[config.mk]
export PLATFORM = sky130hd
export DESIGN_NAME = orb_sincos_pipe
export DESIGN_NICKNAME = d
export VERILOG_FILES = /design/src/rtl/orb_trig_pkg.sv /design/src/rtl/orb_quarter_wave_rom.sv /design/src/rtl/orb_sincos_pipe.sv
export SDC_FILE = /design/constraint.sdc
export NUM_CORES = 1
export LEC_CHECK = 0
export BUFFER_PORTS_ARGS = -buffer_cell sky130_fd_sc_hd__buf_2
export CAP_MARGIN = 20
export CELL_PAD_IN_SITES_DETAIL_PLACEMENT = 0
export CELL_PAD_IN_SITES_GLOBAL_PLACEMENT = 1
export CORE_UTILIZATION = 44
export DETAILED_ROUTE_END_ITERATION = 10
export PLACE_DENSITY_LB_ADDON = 0.25
export SLEW_MARGIN = 20
export SYNTH_ARGS = -nofsm -noshare
export SYNTH_HDL_FRONTEND = slang
export SYNTH_SLANG_ARGS = --single-unit
[constraint.sdc]
create_clock -name clk -period 3.85 [get_ports clk]
set_clock_uncertainty 0.2 [all_clocks]
set_input_delay 0.385 -clock clk [delete_from_list [all_inputs] [get_ports clk]]
set_output_delay 0.385 -clock clk [all_outputs]
set_load 0.1 [all_outputs]
[src/rtl/orb_trig_pkg.sv]
// Shared constants, quadrant type, quarter-wave table and width-reduction helper
// for the ORB sin/cos pipeline.
package orb_trig_pkg;

    localparam int unsigned QUAD_BINS_DEF = 25;
    localparam int unsigned TABLE_W_DEF   = 12;

    typedef enum logic [1:0] {
        Q0 = 2'd0,
        Q1 = 2'd1,
        Q2 = 2'd2,
        Q3 = 2'd3
    } quad_e;

    // floor(2^(TABLE_W-1) * sin((pi/2)(k+0.5)/QUAD_BINS)), generated offline
    localparam int unsigned QW_ROM [QUAD_BINS_DEF] = '{
        64,   192,  320,  446,  571,  693,  813,  929,  1042, 1151, 1255, 1354, 1448,
        1536, 1618, 1693, 1762, 1824, 1879, 1926, 1966, 1998, 2022, 2038, 2046
    };

    // Drop sh LSBs of a positive value, optionally rounding half-up, clamped to the bw-bit signed max
    function automatic int unsigned reduce_round(input int unsigned val, input int unsigned sh,
                                                 input bit rnd, input int unsigned bw);
        int unsigned r;
        int unsigned max_v;
        max_v = (32'd1 << (bw - 32'd1)) - 32'd1;
        if (rnd && (sh != 32'd0)) begin
            r = (val + (32'd1 << (sh - 32'd1))) >> sh;
        end else begin
            r = val >> sh;
        end
        if (r > max_v) begin
            r = max_v;
        end
        return r;
    endfunction

endpackage

[src/rtl/orb_quarter_wave_rom.sv]
// Dual combinational read port into the quarter-wave sine table: T[k] and T[kr].
module orb_quarter_wave_rom
    import orb_trig_pkg::*;
#(
    parameter int unsigned QUAD_BINS = QUAD_BINS_DEF,
    parameter int unsigned TABLE_W   = TABLE_W_DEF,
    parameter int unsigned KW        = $clog2(QUAD_BINS)
) (
    input  logic [KW-1:0]      k,
    input  logic [KW-1:0]      kr,
    output logic [TABLE_W-1:0] a_c,
    output logic [TABLE_W-1:0] b_c
);

    assign a_c = TABLE_W'(QW_ROM[k]);
    assign b_c = TABLE_W'(QW_ROM[kr]);

endmodule

[src/rtl/orb_sincos_pipe.sv]
// Two-stage full-circle sin/cos lookup with quadrant folding, valid/ready backpressure,
// tag pass-through and out-of-range flagging.
module orb_sincos_pipe
    import orb_trig_pkg::*;
#(
    parameter int unsigned QUAD_BINS = QUAD_BINS_DEF,
    parameter int unsigned IDX_W     = 7,
    parameter int unsigned TABLE_W   = TABLE_W_DEF,
    parameter int unsigned BW_OUT    = 11,
    parameter bit          ROUND     = 1'b0,
    parameter int unsigned TAG_W     = 8
) (
    input  logic              clk,
    input  logic              rst,
    input  logic              in_valid,
    output logic              in_ready,
    input  logic [IDX_W-1:0]  in_index,
    input  logic [TAG_W-1:0]  in_tag,
    output logic              out_valid,
    input  logic              out_ready,
    output logic [BW_OUT-1:0] out_sin,
    output logic [BW_OUT-1:0] out_cos,
    output logic [TAG_W-1:0]  out_tag,
    output logic              out_err
);

    localparam int unsigned KW    = $clog2(QUAD_BINS);
    localparam int unsigned SHIFT = TABLE_W - BW_OUT;

    logic               s1_valid;
    quad_e              s1_q;
    logic [KW-1:0]      s1_k;
    logic [KW-1:0]      s1_kr;
    logic               s1_err;
    logic [TAG_W-1:0]   s1_tag;
    logic               s2_advance;

    quad_e              dec_q;
    logic [IDX_W-1:0]   dec_base;
    logic [KW-1:0]      dec_k;
    logic               dec_err;

    logic [TABLE_W-1:0] rom_a;
    logic [TABLE_W-1:0] rom_b;
    logic [BW_OUT-1:0]  mag_a;
    logic [BW_OUT-1:0]  mag_b;
    logic [BW_OUT-1:0]  sin_c;
    logic [BW_OUT-1:0]  cos_c;

    assign s2_advance = !out_valid || out_ready;
    assign in_ready   = !rst && (!s1_valid || s2_advance);

    // Quadrant fold from three parallel threshold compares; no divider
    always_comb begin
        dec_q    = Q0;
        dec_base = '0;
        dec_err  = (in_index >= IDX_W'(4 * QUAD_BINS));
        if (in_index >= IDX_W'(3 * QUAD_BINS)) begin
            dec_q    = Q3;
            dec_base = IDX_W'(3 * QUAD_BINS);
        end else if (in_index >= IDX_W'(2 * QUAD_BINS)) begin
            dec_q    = Q2;
            dec_base = IDX_W'(2 * QUAD_BINS);
        end else if (in_index >= IDX_W'(QUAD_BINS)) begin
            dec_q    = Q1;
            dec_base = IDX_W'(QUAD_BINS);
        end
        dec_k = dec_err ? '0 : KW'(in_index - dec_base);
    end

    orb_quarter_wave_rom #(
        .QUAD_BINS (QUAD_BINS),
        .TABLE_W   (TABLE_W),
        .KW        (KW)
    ) u_rom (
        .k   (s1_k),
        .kr  (s1_kr),
        .a_c (rom_a),
        .b_c (rom_b)
    );

    assign mag_a = BW_OUT'(reduce_round(32'(rom_a), SHIFT, ROUND, BW_OUT));
    assign mag_b = BW_OUT'(reduce_round(32'(rom_b), SHIFT, ROUND, BW_OUT));

    // Sign applied after reduction so every quadrant sees identical magnitudes
    always_comb begin
        sin_c = '0;
        cos_c = '0;
        if (!s1_err) begin
            case (s1_q)
                Q0: begin sin_c = mag_a;  cos_c = mag_b;  end
                Q1: begin sin_c = mag_b;  cos_c = -mag_a; end
                Q2: begin sin_c = -mag_a; cos_c = -mag_b; end
                Q3: begin sin_c = -mag_b; cos_c = mag_a;  end
                default: ;
            endcase
        end
    end

    always_ff @(posedge clk) begin
        if (rst) begin
            s1_valid  <= 1'b0;
            s1_q      <= Q0;
            s1_k      <= '0;
            s1_kr     <= '0;
            s1_err    <= 1'b0;
            s1_tag    <= '0;
            out_valid <= 1'b0;
            out_sin   <= '0;
            out_cos   <= '0;
            out_tag   <= '0;
            out_err   <= 1'b0;
        end else begin
            if (in_ready) begin
                s1_valid <= in_valid;
                if (in_valid) begin
                    s1_q   <= dec_q;
                    s1_k   <= dec_k;
                    s1_kr  <= KW'(QUAD_BINS - 1) - dec_k;
                    s1_err <= dec_err;
                    s1_tag <= in_tag;
                end
            end
            if (s2_advance) begin
                out_valid <= s1_valid;
                if (s1_valid) begin
                    out_sin <= sin_c;
                    out_cos <= cos_c;
                    out_tag <= s1_tag;
                    out_err <= s1_err;
                end
            end
        end
    end

endmodule

### Word level (Yosys, flattened, before mapping)

Memories as Yosys holds them, arrays and structs flattened.
Index checks and enable logic that the tools add are counted.

| storage, ports and cells | value |
|---|---|
| bits in registers | 54 |
| bits in read-only memories | 2048 |
| memories | 2 |

| operators by class | value |
|---|---|
| bitwise operators | 2 |
| reduce and logical (&&, ||, !) cells | 9 |
| $lt $le $gt $ge | 8 |
| add/sub/neg operators | 4 |
| eq/ne operators | 3 |
| muxes and demuxes | 17 |

Memories:

| memory | depth | width | read ports | clocked after Yosys merged registers in | wr ports | RTL line | text |
|---|---|---|---|---|---|---|---|
| (name not given) | 32 | 32 | 1 | 0 | 0 | orb_quarter_wave_rom.sv:15 | `assign a_c = TABLE_W'(QW_ROM[k]);` |
| (name not given) | 32 | 32 | 1 | 0 | 0 | orb_quarter_wave_rom.sv:16 | `assign b_c = TABLE_W'(QW_ROM[kr]);` |

Operators by type and width:

| cell | number |
|---|---|
| 11-bit one-hot mux with 4 select lines | 2 |
| 12-bit two-way mux | 4 |
| 11-bit two-way mux | 4 |
| 11-bit by 10-bit > comparator with 1-bit output, second input constant | 2 |
| 11-bit negator | 2 |
| 5-bit two-way mux | 4 |
| 7-bit greater-or-equal comparator, second input constant | 2 |
| 6-bit greater-or-equal comparator, second input constant | 2 |
| 5-bit NOT with 6-bit output | 2 |
| 7-bit by 5-bit greater-or-equal comparator with 1-bit output, second input constant | 1 |
| 7-bit by 6-bit greater-or-equal comparator with 1-bit output, second input constant | 1 |
| 5-bit subtractor | 1 |
| 5-bit subtractor, first input constant | 1 |
| 2-bit == test, second input constant | 2 |
| 2-bit two-way mux | 2 |
| 2-bit AND reduction | 2 |
| 1-bit logical NOT | 3 |
| 2-bit by 1-bit == test with 1-bit output, second input constant | 1 |
| 2-bit logical NOT | 1 |
| 1-bit logical OR | 2 |
| 1-bit logical AND | 1 |
| 1-bit two-way mux | 1 |

### Logic depth before layout (Yosys ltp)

| logic depth | value |
|---|---|
| depth in word-level cells | 9 |
| mapped depth | 13 |
| mapped depth without buffers | 13 |

### Modules after synthesis

Synthesis repeated with hierarchy kept, for this count alone.

| unflattened totals | value |
|---|---|
| cell total of the unflattened synthesis | 568 |
| area total of the unflattened synthesis | 4280.4 um2 |

By module, submodules not included:

| module | instances | area each (um2) | cells each |
|---|---|---|---|
| orb_sincos_pipe | 1 | 3230.6 | 433 |
| orb_quarter_wave_rom | 1 | 1049.8 | 135 |

### Least setup slack after synthesis

OpenSTA, ideal clock, no wires.

| path | value |
|---|---|
| path type | reg2reg |
| start point | register out_valid |
| end point | register s1_kr[1] |
| data arrival time | 3.370 ns |
| path buffers | 2 |
| setup slack | 0.193 ns |
| cell stages (with the launch flop) | 8 |
| clock period less this slack | 3.657 ns |
| cells stage by stage | dfxtp_1 -> nor2b_1 -> a21oi_1 -> and2_1 -> clkbuf_1 -> clkbuf_1 -> nand2_1 -> o31ai_1 |

| on the way | value |
|---|---|
| word-level cells in the longest chain between the ends | 5 |

Ends and longest elaborated chain:

| item | RTL line | text |
|---|---|---|
| from (decl) | orb_sincos_pipe.sv:19 | `output logic out_valid,` |
| from (signal assigned) | orb_sincos_pipe.sv:125 | `out_valid <= s1_valid;` |
| 1-bit logical NOT | orb_sincos_pipe.sv:50 | `assign s2_advance = !out_valid \|\| out_ready;` |
| 1-bit logical OR | orb_sincos_pipe.sv:50 |  |
| 1-bit logical OR | orb_sincos_pipe.sv:51 | `assign in_ready = !rst && (!s1_valid \|\| s2_advance);` |
| 1-bit logical AND | orb_sincos_pipe.sv:51 |  |
| net in_ready | orb_sincos_pipe.sv:16 | `output logic in_ready,` |
| 2-bit AND reduction (no line) | n/a |  |
| to (signal assigned) | orb_sincos_pipe.sv:119 | `s1_kr <= KW'(QUAD_BINS - 1) - dec_k;` |
| to (decl) | orb_sincos_pipe.sv:33 | `logic [KW-1:0] s1_kr;` |

The timed path passes the listed nets, and every way through them passes these cells.
A chain may end at the register's enable or synchronous reset.

### Worst setup path in the final report

| path | value |
|---|---|
| start point | register s1_k[1] |
| end point | register out_sin[8] |

| on the way | value |
|---|---|
| word-level cells in the longest chain between the ends | 9 |

Ends and longest elaborated chain:

| item | RTL line | text |
|---|---|---|
| from (decl) | orb_sincos_pipe.sv:32 | `logic [KW-1:0] s1_k;` |
| from (signal assigned) | orb_sincos_pipe.sv:118 | `s1_k <= dec_k;` |
| 5-bit NOT with 6-bit output (not written as such) * | orb_quarter_wave_rom.sv:15 |  |
| memory 32 x 32 bit * | n/a |  |
| 12-bit two-way mux (not written as such) * (2 in series) | orb_quarter_wave_rom.sv:15 |  |
| 11-bit by 10-bit > comparator with 1-bit output | orb_trig_pkg.sv:32 | `if (r > max_v) begin` |
| 11-bit two-way mux * | orb_trig_pkg.sv:32 |  |
| 11-bit negator | orb_sincos_pipe.sv:93 | `Q2: begin sin_c = -mag_a; cos_c = -mag_b; end` |
| 11-bit one-hot mux with 4 select lines * | orb_sincos_pipe.sv:90 | `case (s1_q)` |
| 11-bit two-way mux * | orb_sincos_pipe.sv:89 | `if (!s1_err) begin` |
| to (signal assigned) | orb_sincos_pipe.sv:127 | `out_sin <= sin_c;` |
| to (decl) | orb_sincos_pipe.sv:21 | `output logic [BW_OUT-1:0] out_sin,` |

Every way passes the cells marked *; elsewhere a longest branch is shown, timed or not. The select of a mux whose other input is x is not followed.

==> results.cfg <==
[finish]
final_util = 0.4952
nNetsFinal = 582
final_common_cell = nand2_1
drive_above_1_share = 0.1882
final_cell_mix = nand2_1 (81), dfxtp_1 (53), buf_2 (51)
design_area_um2 = 4403
diodes = 0
area_delta_synth_final_pct = 6.960

[place]
place_congestion = 0.9167
dp_slack_ps = 583.5
hpwl_um = 7293
portBuffers = 51
post_dp_cell_area_um2 = 4313

[synthesis]
ys_seq_elements = 53
postSynth.asyncResetShare = 0
syn_area_um2 = 4116
synth_compound_area_frac = 0.2483
ys_dominant_reg_cell = dfxtp_1
synth_edf_count = 0
synth_cell_types = 85
post_synth_fa_ha_maj_area_fraction = 0.06869
synth-seq-area-share = 0.2578
synth_mux_area_frac = 0.04195
synth_top_family_by_area = simple AND/OR/NAND/NOR gates
synth_nets = 554
syn_inst = 513
yosys_warnings = 0
synth_xor_area_frac = 0.05502
synth.avg_cell_area_um2 = 8.024
synth-simple-area-share = 0.2508

[drt]
viasPerCell = 5.537
num_vias = 3599
routed_wirelength_um = 10130
wl_per_cell_um = 15.58
drtIter0Drc = 167
drt_pass1_iterations = 4
ant_nets = 0
drc = 0

[die]
dieArea_um2 = 9747
rows = 34
core-area_um2 = 8891
die_h_um = 98.73
die_w_um = 98.73
initial_core_util = 0.4630
num_io_pins = 52

[sta]
setup-violations-final = 0
finalCriticalPeriod_ps = 3058
finalHoldViolCount = 0
layout_worst_path_cycle_share = 0.7944
slew-limit-headroom = 0.2638
slew_viol_final = 0
worst_slack_ps = 791.5
fmax_mhz = 327.0
tightestPinTransition_ps = 1096
setup_tns_ps = 0
rsz0062_at_grt = false

[outcome]
status = complete, no violations

[setup_path]
max_stage_delay_ps = 520
worst_path_dominant_cell_family = compound AO/OA/AOI/OAI gates
worstPathRequired_ps = 3840
crit_fanout = 8
reg2regPathDepth = 10
cp_num_buf_inv = 1
crit_chain = inv_1 > ha_1 > nor2b_1 > o31ai_2 > o211ai_2 > nor3b_4 > nand4_2 > xnor2_2 > a221oi_2 > a211oi_2
critPathArrivalTime_ps = 3050
r2r_setup_slack_ps = 790
cp-end-kind = flop
worst-setup-path-type = reg -> reg
worstReg2RegStart = s1_k[1]
crit_cells = 10
slowest_stage = dfxtp_1
r2r_end = out_sin[8]
start_kind = flop

[pwr]
p_leak_uw = 0.001806
powerDensity_nw_per_um2 = 475.7
irDropWorstVdd_uv = 226.9

[global_route]
grt_max_degree = 46
grt_pass1_vias = 3462
grt_overflow = 0
track_usage = 0.2186
antenna_found_initial = 0
grt_pass1_wl_um = 17240

[clocking]
cts_root_buffer = clkbuf_8
cts-resized-gates = 0
cts_sinks = 53
clock_latency_ps = 310
tritoncts = done
hold_buffers = 0
postCtsSetupBuffers = 0
clkSlewWorstSetupHoldPaths_ps = 110
htree_levels = 2
clock_path_buffers = 2
numCtsBuffers = 5

[hold_path]
holdCritPathClass = in -> reg
min_to = s1_tag[4]
hp-start = in_tag[4]
holdPathStages = 3

[job]
drv_cap = 0
==> area by class of cell <==
cell class,instances,area [µm²]
Clock buffer,5,68.82
Clock inverter,3,21.27
Sequential cell,53,1061
Tap cell,108,135.1
Multi-Input combinational cell,407,2736
Inverter,16,60.06
Timing Repair Buffer,58,320.3
Fill cell,889,4488
==> metrics by stage <==
step	power [µW]	hold WS (ps)	cells
floorplan	1583	228.0	513
global placement	1769	226.1	642
detailed placement	1773	231.0	642
CTS	2103	41.25	650
global route	2242	39.57	650
finish	2095	44.56	650
==> cell families after synthesis <==
kind of cell / count (synthesis)
XOR/XNOR: 25
AND/OR/NAND/NOR: 201
flip-flops: 53
AO/OA/AOI/OAI: 143
buffers and inverters: 53
multiplexers: 16
adder cells (fa/ha/maj): 22
==> registers in the layout, indices dropped and copies added (netlist names), 2 cells and up <==
signal and count:
s1_q 2, out_tag 8, s1_k 5, out_sin 11, out_cos 11, s1_tag 8
s1_kr 4
==> tightest hold or removal path: cells and delay by family <==
kind                   cells  cell delay, ps
AND/OR/NAND/NOR            2              80
buffers and inverters      1              70
==> synthesized netlist by cell type (9+ instances only) <==
cell / n / area, µm²
inv_1: 14 / 52.55
ha_1: 21 / 262.8
clkbuf_1: 19 / 71.32
a21oi_1: 43 / 215.2
nand3b_1: 16 / 120.1
dfxtp_1: 53 / 1061
o211ai_1: 9 / 67.56
xnor2_1: 16 / 140.1
nand2b_1: 12 / 75.07
nor2b_1: 9 / 56.30
o21ai_0: 24 / 120.1
nor2_1: 37 / 138.9
nand2_1: 81 / 304.0
mux2i_1: 9 / 90.09
==> routing by layer <==
layer / up-vias / global-route usage / share of wire
met5: - / 0 / 0
met4: 0 / 0.05511 / 0.012
met3: 8 / 0.03333 / 0.030
met2: 58 / 0.3619 / 0.46
met1: 1673 / 0.2982 / 0.49
li1: 1860 / - / -
==> report_power, final <==
part / leakage (µW) / internal, µW / switching (µW) / total (µW)
sequential: 0.000434 / 597 / 71.0 / 668
combinational: 0.00133 / 385 / 711 / 1100
clock: 0.0000445 / 130 / 201 / 331
==> worst max-delay path by stage <==
stage / from / end / slack (ps)
after floorplan: out_valid / s1_kr[1] / 190
after global routing: s1_k[1] / out_sin[8] / 580
final: s1_k[1] / out_sin[8] / 790
after global placement: in_index[1] / s1_kr[2] / 690
after CTS: s1_k[1] / out_sin[8] / 810
after detailed placement: in_index[1] / s1_kr[2] / 580
(Power assumes the default switching activity.)
